$ cat src/rtl/serial_tx_0101.sv
// serial_tx_0101: parallel-load, MSB-first serial transmitter with a
// programmable idle gap after each word. It also keeps a reference count of
// overlapping "0101" patterns driven on x, for comparison against a detector.
module serial_tx_0101 #(
   parameter int   WIDTH    = 8,
   parameter int   GAP      = 1,
   parameter logic IDLE_BIT = 1'b0,
   parameter int   CNT_W    = 8
) (
   input  logic             clk,
   input  logic             reset,
   input  logic [WIDTH-1:0] data_in,
   input  logic             load,
   output logic             ready,
   output logic             x,
   output logic             busy,
   output logic             done,
   output logic [CNT_W-1:0] pattern_cnt
);

   localparam int BW = (WIDTH > 1) ? $clog2(WIDTH) : 1;

   localparam logic [1:0] S_IDLE  = 2'd0;
   localparam logic [1:0] S_SHIFT = 2'd1;
   localparam logic [1:0] S_GAP   = 2'd2;

   localparam logic [BW-1:0] BIT_INIT = BW'(WIDTH - 1);
   localparam logic [3:0]    GAP_INIT = (GAP > 0) ? 4'(GAP - 1) : 4'd0;
   localparam logic          GAP_ZERO = (GAP == 0);

   logic [1:0]       state;
   logic [WIDTH-1:0] sreg;
   logic [BW-1:0]    bitcnt;
   logic [3:0]       gapcnt;
   logic [2:0]       hist;
   logic             last_bit;
   logic             accept;

   // Final data bit of the current word is on x this cycle.
   assign last_bit = (state == S_SHIFT) && (bitcnt == '0);
   // With no gap, the next word may be taken on the last bit so words abut.
   assign ready    = (state == S_IDLE) || (last_bit && GAP_ZERO);
   assign accept   = load && ready;

   // Control FSM: state, bit/gap counters and the registered line outputs.
   always_ff @(posedge clk) begin
      if (reset) begin
         state  <= S_IDLE;
         x      <= IDLE_BIT;
         busy   <= 1'b0;
         done   <= 1'b0;
         bitcnt <= '0;
         gapcnt <= '0;
      end else begin
         done <= last_bit;
         case (state)
            S_IDLE: begin
               if (accept) begin
                  state  <= S_SHIFT;
                  x      <= data_in[WIDTH-1];
                  busy   <= 1'b1;
                  bitcnt <= BIT_INIT;
               end
            end
            S_SHIFT: begin
               if (bitcnt != '0) begin
                  x      <= sreg[WIDTH-1];
                  bitcnt <= bitcnt - BW'(1);
               end else if (accept) begin
                  // Only reachable with no gap: start the next word seamlessly.
                  x      <= data_in[WIDTH-1];
                  bitcnt <= BIT_INIT;
               end else if (GAP_ZERO) begin
                  state <= S_IDLE;
                  x     <= IDLE_BIT;
                  busy  <= 1'b0;
               end else begin
                  state  <= S_GAP;
                  gapcnt <= GAP_INIT;
                  x      <= IDLE_BIT;
                  busy   <= 1'b0;
               end
            end
            S_GAP: begin
               if (gapcnt == 4'd0) begin
                  state <= S_IDLE;
               end else begin
                  gapcnt <= gapcnt - 4'd1;
               end
            end
            default: begin
               state <= S_IDLE;
               x     <= IDLE_BIT;
               busy  <= 1'b0;
            end
         endcase
      end
   end

   // Shift register holds the bits still to be sent, next bit in the MSB.
   always_ff @(posedge clk) begin
      if (accept) begin
         sreg <= {data_in[WIDTH-2:0], 1'b0};
      end else if (state == S_SHIFT) begin
         sreg <= {sreg[WIDTH-2:0], 1'b0};
      end
   end

   // Pattern tracker: counts overlapping "0101" on x, idle and gap bits included.
   always_ff @(posedge clk) begin
      if (reset) begin
         hist        <= 3'b000;
         pattern_cnt <= '0;
      end else begin
         if ({hist, x} == 4'b0101) begin
            pattern_cnt <= pattern_cnt + CNT_W'(1);
         end
         hist <= {hist[1:0], x};
      end
   end

endmodule

$ cat config.mk
export PLATFORM = sky130hd
export DESIGN_NAME = serial_tx_0101
export DESIGN_NICKNAME = d
export VERILOG_FILES = /design/src/rtl/serial_tx_0101.sv
export SDC_FILE = /design/constraint.sdc
export NUM_CORES = 1
export LEC_CHECK = 0
export ABC_CLOCK_PERIOD_IN_PS = 1800
export BUFFER_PORTS_ARGS = -buffer_cell sky130_fd_sc_hd__buf_2
export CORE_ASPECT_RATIO = 1.75
export CORE_MARGIN = 3
export CORE_UTILIZATION = 53
export DETAILED_ROUTE_END_ITERATION = 16
export GPL_ROUTABILITY_DRIVEN = 0
export GPL_TIMING_DRIVEN = 0
export HOLD_SLACK_MARGIN = 0.02
export PLACE_DENSITY = 0.76
export SYNTH_ARGS = -nofsm -noshare
export SYNTH_HDL_FRONTEND = slang
export SYNTH_SLANG_ARGS = --single-unit
$ cat constraint.sdc
create_clock -name clk -period 1.8 [get_ports clk]
set_input_delay 0.36 -clock clk [delete_from_list [all_inputs] [get_ports clk]]
set_output_delay 0.36 -clock clk [all_outputs]
set_load 0.005 [all_outputs]
==> metrics.csv <==
stage,metric,value,unit
run_status,status,finished clean,
pwr,leakage,0.6111,nW
grt,grt-ovfl-total,0,
logic_synthesis,synth_top_area_share,35.76,%
floorplan,start_util,55.92,%
timing,finalCriticalPeriod,1563,ps
logic_synthesis,synth.largest_area_cell,dfxtp_1,
route,antenna_left,0,
clocking,cts_resized,0,
pwr,power_density,985.4,nW/µm²
grt,first_global_vias,1036,
clocking,cts-buffers-inserted,5,
clocking,cts-root-buf,clkbuf_8,
final_layout,stdcell_area,1523,µm²
timing,skew,5.298,ps
route,routedWlPerCell,13.32,µm
clocking,postCtsHoldBufs,0,
floorplan,dieArea,3080,µm²
final_layout,drive_gt1_share,26.11,%
timing,timing.slew.headroom,55.20,%
setup_path,crit_required,1990,ps
final_layout,diodes,0,
floorplan,die_height,71.20,µm
route,wl,2425,µm
run,drv_cap,0,
final_layout,layout.nets,171,
route,dr.pass1.iters,4,
grt,grt_pass1_wl,4119,µm
setup_path,crit_type,reg -> reg,
placement,place_area,1429,µm²
clocking,cts_tree,done,
floorplan,die_x,43.26,µm
logic_synthesis,synthesis.area,1287,µm²
hold_path,holdCritPathClass,in -> reg,
timing,maxSlewViolCount,0,
logic_synthesis,ys_warn_count,0,
final_layout,post-route-util,66.14,%
timing,setup_tns,0,ps
grt,antenna_found_initial,0,
timing,tightest_slew,669.5,ps
floorplan,core,2302,µm²
logic_synthesis,synth_nets,142,
route,vias_per_cell,5.462,
clocking,clock_path_buffers,2,
floorplan,rows,23,
clocking,htree_levels,2,
clocking,worstSkewPairLatency,280,ps
setup_path,path_max_fanout,5,
placement,dp_hpwl,1741,µm
logic_synthesis,yosys-top-cells-area,"dfxtp_1 36%, edfxtp_1 16%, nor2_1 5.2%, mux2_2 5.2%, xnor2_1 4.1%",
final_layout,area_growth,18.27,%
route,num_vias,994,
timing,min_period_over_period,86.83,%
pwr,vdd_drop_max,620.8,µV
timing,timing.fmax,0.6398,GHz
logic_synthesis,synth.distinct_cells,35,
route,drt_iter0_drc,36,
clocking,cts_sinks,30,
timing,hold_viol_final,0,
floorplan,io-pin-count,23,
logic_synthesis,syn_area_per_cell,10.14,µm²
logic_synthesis,ys_seq_area_share,52.09,%
timing,setup_viol,0,
clocking,cts_setup_buffers,0,
grt,grt_max_degree,11,
setup_path,cp-end-kind,flop,
logic_synthesis,synth_cells,127,
final_layout,mostFrequentLayoutCells,"23 x buf_2, 23 x dfxtp_1, 18 x nor2_1, 7 x inv_1, 7 x edfxtp_1",
setup_path,arrival,1750,ps
logic_synthesis,synth_seq_cells,30,
timing,rsz0062_at_grt,false,
grt,grt_use_total,17.78,%
route,drc_errors,0,
setup_path,cp-start-kind,flop,
clocking,clkTransAtPathRegs,60,ps
placement,numPortBuffers,22,
[layer usage]
metal	track usage, %	wire length [µm]	vias up
met5	0	0	-
li1	-	-	492
met4	10.07	70	0
met2	31.96	1319	24
met3	6.107	107	8
met1	16.59	927	470
[cell families (layout without fill, tap and decap cells)]
kind of cell,count (synthesis),in the layout,synth area share [%]
flip-flops,30,30,52.09
AO/OA/AOI/OAI,16,16,7.776
buffers and inverters,11,41,3.596
XOR/XNOR,7,7,4.762
multiplexers,7,7,6.025
AND/OR/NAND/NOR,52,52,21.87
adder cells (fa/ha/maj),4,4,3.887
[flip-flops by register name (all words and copies together), names as in the netlist]
| register | cells |
|---|---|
| pattern_cnt | 8 |
| sreg | 7 |
| gapcnt | 4 |
| bitcnt | 3 |
| hist | 3 |
| state | 2 |
| busy | 1 |
| done | 1 |
| x | 1 |
[path summary, 6_finish.rpt]
path / start / to / slack [ps] / cells after the start
setup / recovery: bitcnt[0]$_SDFFE_PP0P_ / bitcnt[1]$_SDFFE_PP0P_ / 240 / 6
hold / removal: data_in[0] / sreg[1]$_SDFFCE_PP0P_ / 350 / 2
setup reg to reg: bitcnt[0]$_SDFFE_PP0P_ / bitcnt[1]$_SDFFE_PP0P_ / 240 / 6
hold reg to reg: hist[0]$_SDFF_PP0_ / hist[1]$_SDFF_PP0_ / 470 / 1
[power breakdown]
part           switching (mW)  total [mW]  leakage (nW)  internal (mW)
Combinational          0.0926       0.172         0.302         0.0791
Clock                   0.257       0.565        0.0515          0.308
Sequential             0.0200       0.764         0.257          0.744
[cells in the mapped netlist]
master and number:
nor4b_1 1, clkbuf_1 2, nor2b_1 6, o22ai_1 1
a21oi_1 6, nor4_1 1, a21o_1 1, buf_4 1
xor2_1 1, o21bai_1 1, a211oi_1 1, and2_1 1
nand2b_4 1, a32oi_1 1, edfxtp_1 7, nand4bb_1 1
or3_1 5, nand3_1 4, xnor2_1 6, inv_1 7
a221oi_1 1, nor3_1 3, mux2_2 6, nor3b_1 1
o2bb2ai_1 1, buf_2 1, nor3_2 1, dfxtp_1 23
mux2i_1 1, nand2_1 6, nor2_1 18, o21ai_0 3
ha_1 4, nand2b_1 2, nor2_4 1
[critical path, cell delays in order (launching register included)]
cell	delay, ps
dfxtp_1	350
inv_1	80
ha_1	230
nor2b_1	160
nor3_2	270
nor2_1	100
a221oi_1	260
[through the flow]
step | std cells | power [mW] | hold slack (ps) | setup slack [ps]
6_report | 182 | 1.500 | 354.1 | 237.1
5_1_grt | 182 | 1.558 | 367.6 | 151.1
4_1_cts | 182 | 1.513 | 350.3 | 227.0
3_3_place_gp | 174 | 0.9360 | 444.7 | 349.7
2_1_floorplan | 127 | 0.8938 | 430.3 | 441.0
3_5_place_dp | 174 | 0.9466 | 461.5 | 273.9
[area by class of cell]
type                            instances  area (µm²)
Sequential cell                        30       670.6
Multi-Input combinational cell         86       570.5
Clock buffer                            6       82.58
Inverter                                7       26.28
Clock inverter                          2       11.26
Fill cell                             193       779.5
Timing Repair Buffer                   22       110.1
Tap cell                               25       31.28
Buffer                                  4       20.02
No activity file was read; power rests on OpenSTA's default activity.
